[src/rtl/ex_stage.sv]
// Execute stage of the 5-stage RV32I pipeline: operand forwarding, ALU,
// branch/jump resolution, and the EX/MEM pipeline register.
// Branch resolution is combinational; memory-stage fields are registered.
module ex_stage (
  input  logic        CLK,
  input  logic        RST_N,
  input  logic        EnM,
  input  logic        FlushM,
  input  logic        RegWriteE,
  input  logic        MemWriteE,
  input  logic        JumpE,
  input  logic        BranchE,
  input  logic        JalrE,
  input  logic        ALUSrcE,
  input  logic [1:0]  ResultSrcE,
  input  logic [3:0]  ALUControlE,
  input  logic [2:0]  Funct3E,
  input  logic [31:0] RD1E,
  input  logic [31:0] RD2E,
  input  logic [31:0] ImmExtE,
  input  logic [31:0] PCE,
  input  logic [31:0] PCPlus4E,
  input  logic [4:0]  RdE,
  input  logic [1:0]  ForwardAE,
  input  logic [1:0]  ForwardBE,
  input  logic [31:0] ResultW,
  output logic        PCSrcE,
  output logic [31:0] PCTargetE,
  output logic        RegWriteM,
  output logic        MemWriteM,
  output logic [1:0]  ResultSrcM,
  output logic [31:0] ALUResultM,
  output logic [31:0] WriteDataM,
  output logic [31:0] PCPlus4M,
  output logic [4:0]  RdM
);

  typedef enum logic [3:0] {
    ALU_ADD  = 4'b0000,
    ALU_SUB  = 4'b0001,
    ALU_AND  = 4'b0010,
    ALU_OR   = 4'b0011,
    ALU_XOR  = 4'b0100,
    ALU_SLT  = 4'b0101,
    ALU_SLTU = 4'b0110,
    ALU_SLL  = 4'b0111,
    ALU_SRL  = 4'b1000,
    ALU_SRA  = 4'b1001,
    ALU_LUI  = 4'b1010
  } aluOp_e;

  typedef enum logic [1:0] {
    FWD_REG = 2'b00,
    FWD_WB  = 2'b01,
    FWD_MEM = 2'b10
  } fwdSel_e;

  logic [31:0] srcA;
  logic [31:0] writeDataE;
  logic [31:0] srcB;
  logic [31:0] aluResultE;
  logic        branchCond;
  logic [4:0]  shamt;

  // Operand forwarding; select 11 behaves like 00 (register-file value).
  always_comb begin
    // NOTE: every combinational output gets a default first so no latch is inferred.
    srcA = RD1E;
    case (ForwardAE)
      FWD_WB:  srcA = ResultW;
      FWD_MEM: srcA = ALUResultM;
      default: srcA = RD1E;
    endcase
    writeDataE = RD2E;
    case (ForwardBE)
      FWD_WB:  writeDataE = ResultW;
      FWD_MEM: writeDataE = ALUResultM;
      default: writeDataE = RD2E;
    endcase
  end

  assign srcB  = ALUSrcE ? ImmExtE : writeDataE;
  assign shamt = srcB[4:0];

  // ALU; unassigned operation codes produce zero.
  always_comb begin
    aluResultE = 32'h0;
    case (ALUControlE)
      ALU_ADD:  aluResultE = srcA + srcB;
      ALU_SUB:  aluResultE = srcA - srcB;
      ALU_AND:  aluResultE = srcA & srcB;
      ALU_OR:   aluResultE = srcA | srcB;
      ALU_XOR:  aluResultE = srcA ^ srcB;
      ALU_SLT:  aluResultE = {31'h0, $signed(srcA) < $signed(srcB)};
      ALU_SLTU: aluResultE = {31'h0, srcA < srcB};
      ALU_SLL:  aluResultE = srcA << shamt;
      ALU_SRL:  aluResultE = srcA >> shamt;
      ALU_SRA:  aluResultE = $unsigned($signed(srcA) >>> shamt);
      ALU_LUI:  aluResultE = srcB;
      default:  aluResultE = 32'h0;
    endcase
  end

  // Branch condition compares SrcA with the forwarded rs2 value, never the immediate.
  always_comb begin
    branchCond = 1'b0;
    case (Funct3E)
      3'b000:  branchCond = (srcA == writeDataE);
      3'b001:  branchCond = (srcA != writeDataE);
      3'b100:  branchCond = ($signed(srcA) <  $signed(writeDataE));
      3'b101:  branchCond = ($signed(srcA) >= $signed(writeDataE));
      3'b110:  branchCond = (srcA <  writeDataE);
      3'b111:  branchCond = (srcA >= writeDataE);
      default: branchCond = 1'b0;
    endcase
  end

  assign PCSrcE    = JumpE | (BranchE & branchCond);
  assign PCTargetE = JalrE ? ((srcA + ImmExtE) & ~32'h1) : (PCE + ImmExtE);

  // EX/MEM register: flush inserts a bubble and beats the load enable.
  always_ff @(posedge CLK or negedge RST_N) begin
    // NOTE: sequential state uses non-blocking assignments only.
    if (!RST_N) begin
      RegWriteM  <= 1'b0;
      MemWriteM  <= 1'b0;
      ResultSrcM <= 2'b00;
      ALUResultM <= 32'h0;
      WriteDataM <= 32'h0;
      PCPlus4M   <= 32'h0;
      RdM        <= 5'h0;
    end else if (FlushM) begin
      RegWriteM  <= 1'b0;
      MemWriteM  <= 1'b0;
      ResultSrcM <= 2'b00;
      ALUResultM <= 32'h0;
      WriteDataM <= 32'h0;
      PCPlus4M   <= 32'h0;
      RdM        <= 5'h0;
    end else if (EnM) begin
      RegWriteM  <= RegWriteE;
      MemWriteM  <= MemWriteE;
      ResultSrcM <= ResultSrcE;
      ALUResultM <= aluResultE;
      WriteDataM <= writeDataE;
      PCPlus4M   <= PCPlus4E;
      RdM        <= RdE;
    end
  end

endmodule

[config.mk]
export PLATFORM = sky130hd
export DESIGN_NAME = ex_stage
export DESIGN_NICKNAME = d
export VERILOG_FILES = /design/src/rtl/ex_stage.sv
export SDC_FILE = /design/constraint.sdc
export NUM_CORES = 1
export LEC_CHECK = 0
export BUFFER_PORTS_ARGS = -buffer_cell sky130_fd_sc_hd__buf_2
export CORE_ASPECT_RATIO = 1.25
export CORE_UTILIZATION = 30
export DETAILED_ROUTE_END_ITERATION = 10
export PLACE_DENSITY = 0.5
export SYNTH_ARGS = -nofsm -noshare
export SYNTH_HDL_FRONTEND = slang
export SYNTH_SLANG_ARGS = --single-unit
[constraint.sdc]
create_clock -name CLK -period 13.98 [get_ports CLK]
set_clock_uncertainty 0.2 [all_clocks]
set_input_delay 2.796 -clock CLK [delete_from_list [all_inputs] [get_ports CLK]]
set_output_delay 2.796 -clock CLK [all_outputs]
set_load 0.01 [all_outputs]
# Yosys cells after proc, flatten, opt, wreduce, memory -nomap -nowiden
# Cells that the tools add are included.
word_totals:
  register_bits: 105
  wordCells: 69
classes:
  magnitude_cmp: 6
  reduce_logical: 3
  add_sub_neg: 4
  n_bitwise: 5
  shifts: 3
  n_mux: 20
  eq_ne: 21
ops:
  columns: ["cell", "count"]
  rows:
  - ["$pmux 32 s11", 1]
  - ["$mux 32", 8]
  - ["$lt 32x32->1", 4]
  - ["$pmux 32 s2", 2]
  - ["$add 32x32->32", 3]
  - ["$ge 32x32->1", 2]
  - ["$and 32x32->32", 1]
  - ["$eq 32x32->1", 1]
  - ["$ne 32x32->1", 1]
  - ["$or 32x32->32", 1]
  - ["$shl 32x5->32", 1]
  - ["$shr 32x5->32", 1]
  - ["$sshr 32x5->32", 1]
  - ["$sub 32x32->32", 1]
  - ["$xor 32x32->32", 1]
  - ["$eq 4x3->1 const B", 4]
  - ["$eq 3x3->1 const B", 4]
  - ["$eq 4x4->1 const B", 3]
  - ["$mux 5", 2]
  - ["$eq 4x2->1 const B", 2]
  - ["$pmux 1 s6", 1]
  - ["$eq 2x1->1 const B", 2]
  - ["$eq 2x2->1 const B", 2]
  - ["$eq 4x1->1 const B", 1]
  - ["8 further kinds", 12]

# Longest topological paths before layout
depth:
  ltp_word: 7
  ltp_mapped: 21

# Least setup slack after synthesis
# Ideal clock, no wire load.
synth_timing:
  kind: "in2out"
  from: "input port ForwardAE[0]"
  to: "output port PCTargetE[20]"
  required_ns: 10.984
  arrival_ns: 6.349
  path_buffers: 2
  slack_ns: 4.635
  path_stages: 18
  cell_sequence: "inv_1 ha_1 buf_2 buf_2 nand2_1 o21ai_1 and2_1 fa_1 a211oi_1 o21a_1 nor3_1 a41o_1 o21a_1 o21a_1 or4_1 a31oi_1 xor2_1 a21oi_1"
synth_via:
  elab_chain_len: 4
synth_rtl:
  columns: ["item", "line_no", "text"]
  rows:
  - ["start: declaration", "24", "input logic [1:0] ForwardAE,"]
  - ["$eq 2x2->1 or $eq 2x1->1 (tied branches)", "69", "case (ForwardAE)"]
  - ["$pmux 32 s2 (*)", "69", null]
  - ["$add 32x32->32 (*)", "119", "assign PCTargetE = JalrE ? ((srcA + ImmExtE) & ~32'h1) : (PCE + ImmExtE);"]
  - ["$mux 32 (*)", "119", null]
  - ["end: declaration", "28", "output logic [31:0] PCTargetE,"]
# Mark *: on every way between the ends. The rest lies on a longest branch, timed or not.

# Worst setup path in the final report
# Same ends and word-level chain as after synthesis.

==> out/metrics.cfg <==
[status]
outcome=finished, violations left
violations=design-rule violations

[floorplanning]
start_util_pct=30.3
die_y_um=282
num_rows=102
core_area_um2=61900
io_pins=358
die_area_um2=63500
fp.dieW_um=226

[clock_network]
cts_max_level=3
cts.sinks=105
postCtsHoldBufs=0
cts_buffers=9
cts_root_buf=clkbuf_16
cts_buffer_depth=2
clk_latency_ns=0.40
path_clk_slew_ns=0.09
ctsResizeCount=0
cts_tree=built
post_cts_buffers=0

[synth]
syn_area_um2=18800
synth_fp_nets=3036
synth_area_leaders=dfrtp_1 14%, ha_1 13%, mux2i_1 8.1%, a21oi_1 6.2%, nor2_1 5.7%
synth_edf_count=0
ys_warn_count=0
ys_seq_area_share_pct=14.0
yosys.area.top_type_share_pct=14.0
async_reset_ff_share_pct=100
ys_ff_latch=105
netlist_instances=2612
yosysTopAreaCell=dfrtp_1
synth_cell_types=92
synthFlopType=dfrtp_1
synth_area_per_cell_um2=7.18

[placement]
place_congestion=1.03
dpl.hpwl_um=84100
port_buffers=357
place_area_um2=21500

[sta]
report.final.slew_viol_count=0
fmax_ghz=0.0948
fin_crit_ns=10.54
worstMarginPinSlew_ns=1.34
tns_ns=0
finalHoldViolCount=0
hold_ws_ns=0.319
rsz0062_at_grt=no
slew-limit-headroom_pct=9.62
finalCritPeriodShare_pct=75.4
finalSetupViolations=0

[cells_and_area]
final_area_um2=21800
drive_above_1_share_pct=18.2
nets=3307
syn2layout_area_growth_pct=16.1

[detailed_routing]
drtPass1Iterations=9
ant_nets=0
vias=22900
detail_route.wl_per_cell_um=29.4
wirelength_um=109000
via_per_inst=6.14
drc=2
first_iter_violations=2618

[pwr]
swShare_pct=53.7
p_leak_nw=10.2
p_per_area_nw_per_um2=88.0
peakVddDrop_mv=0.0646
clockPowerShare_pct=15.3
p_int_mw=0.887
design_power_total_mw=1.92
power_switching_mw=1.03
power.combinational.fraction_pct=66.5
p_seq_share_pct=18.3

[grt]
antenna_found_initial=3
grt_pass1_vias=21700
grt_pass1_wl_um=155000
grt_usage_pct=33.4
overflow=0
grt_max_degree=77

[critical_path]
required_ns=10.98
critical_path.max_fanout=32
r2r_start=ALUResultM[2]
startpoint_type=primary input
timing.reg2reg.worst_path_depth=15
endpoint_kind=output pin
path_class=in2out
reg2reg_slack_ns=8.05
r2r-end=ALUResultM[31]
arrival_ns=7.55

[job]
cap_violations=0

[worst_hold_path]
hold_path.startpoint=WriteDataM[3]
min_to=WriteDataM[3]
hold_path_class=reg2reg
hold_path_depth=2

-- worst max-delay path, cell delays in order --
cell	delay, ns
buf_2	0.11
inv_1	0.05
ha_2	0.64
a22oi_1	0.20
o21ai_1	0.75
ha_1	0.43
a211oi_1	0.42
o21a_1	0.20
nor3_1	0.09
a41o_1	0.33
o21a_1	0.20
o21a_1	0.18
or4_1	0.40
a31oi_1	0.23
xor2_1	0.09
a21oi_1	0.23
buf_2	0.17
-- through the flow --
step                      setup slack (ns)  utilization, %  cells
after floorplan                       4.64               -   2612
after global routing                  3.14            35.2   3721
after CTS                             3.49            35.2   3719
after global placement                3.56            34.7   3703
final                                 3.44            35.2   3722
after detailed placement              3.50            34.7   3703
-- cell type report --
type / count / area (um2)
Fill cell: 6712 / 40100
Multi-Input combinational cell: 2205 / 14900
Clock inverter: 6 / 68.8
Tap cell: 832 / 1040
Timing Repair Buffer: 434 / 2370
Sequential cell: 105 / 2630
Inverter: 128 / 482
Antenna cell: 2 / 5.00
Clock buffer: 10 / 239
-- metal layers --
layer	track usage (%)	up-vias	part of all wire, %
li1	-	10200	-
met1	41.4	11000	40
met2	53.8	1286	45
met3	4.82	304	7.7
met4	22.3	2	7.6
met5	0	-	0.012
-- power by group through the flow --
stage,logic (mW),registers (mW),clock network [mW]
after floorplan,0.774,0.349,0
after global placement,1.22,0.354,0
after detailed placement,1.23,0.354,0
after CTS,1.24,0.348,0.300
after global routing,1.35,0.350,0.306
final,1.27,0.350,0.292
-- worst max-delay path by stage --
stage          slack (ns)            end         start  cells past startpoint
3_5_place_dp         3.50  PCTargetE[20]  ForwardAE[0]                     17
3_3_place_gp         3.56  PCTargetE[20]  ForwardAE[0]                     17
2_1_floorplan        4.64  PCTargetE[20]  ForwardAE[0]                     18
6_report             3.44  PCTargetE[20]  ForwardAE[0]                     17
5_1_grt              3.14  PCTargetE[20]  ForwardAE[0]                     17
4_1_cts              3.49  PCTargetE[20]  ForwardAE[0]                     17
-- logic make-up after synthesis --
logic type,after synthesis,share of synthesized area (%)
compound gates,980,34.5
xor+xnor,70,3.27
fa+ha+maj,205,13.8
buf+inv,302,6.68
flops,105,14.0
mux,175,9.58
simple gates,775,18.2
-- layout by cell type (no fill, tap or decap), types with 53 or more instances in the layout --
cell       n
a21oi_1  234
inv_1    123
ha_1     199
a22oi_1   59
buf_2    356
mux2i_1  151
o21ai_0  177
nand2_1  271
dfrtp_1  105
o21ai_1   62
buf_4     78
a21o_1    53
nor2_1   285
-- cell usage after synthesis, types with 35 or more instances --
cell,instances
nor3_1,37
a211oi_1,35
o21ai_0,180
clkbuf_1,115
nor2_1,287
inv_1,123
xnor2_1,44
nand2b_1,35
ha_1,200
dfrtp_1,105
mux2i_1,151
a31oi_1,36
nand2_1,271
a221o_1,38
a21oi_1,234
a21o_1,53
a22oi_1,59
o21ai_1,66
-- state kept, by name, indices dropped and copies added (netlist names) --
register / flops
WriteDataM: 32
MemWriteM: 1
RegWriteM: 1
PCPlus4M: 32
ResultSrcM: 2
ALUResultM: 32
RdM: 5
Power figures use the tool's default switching activity.
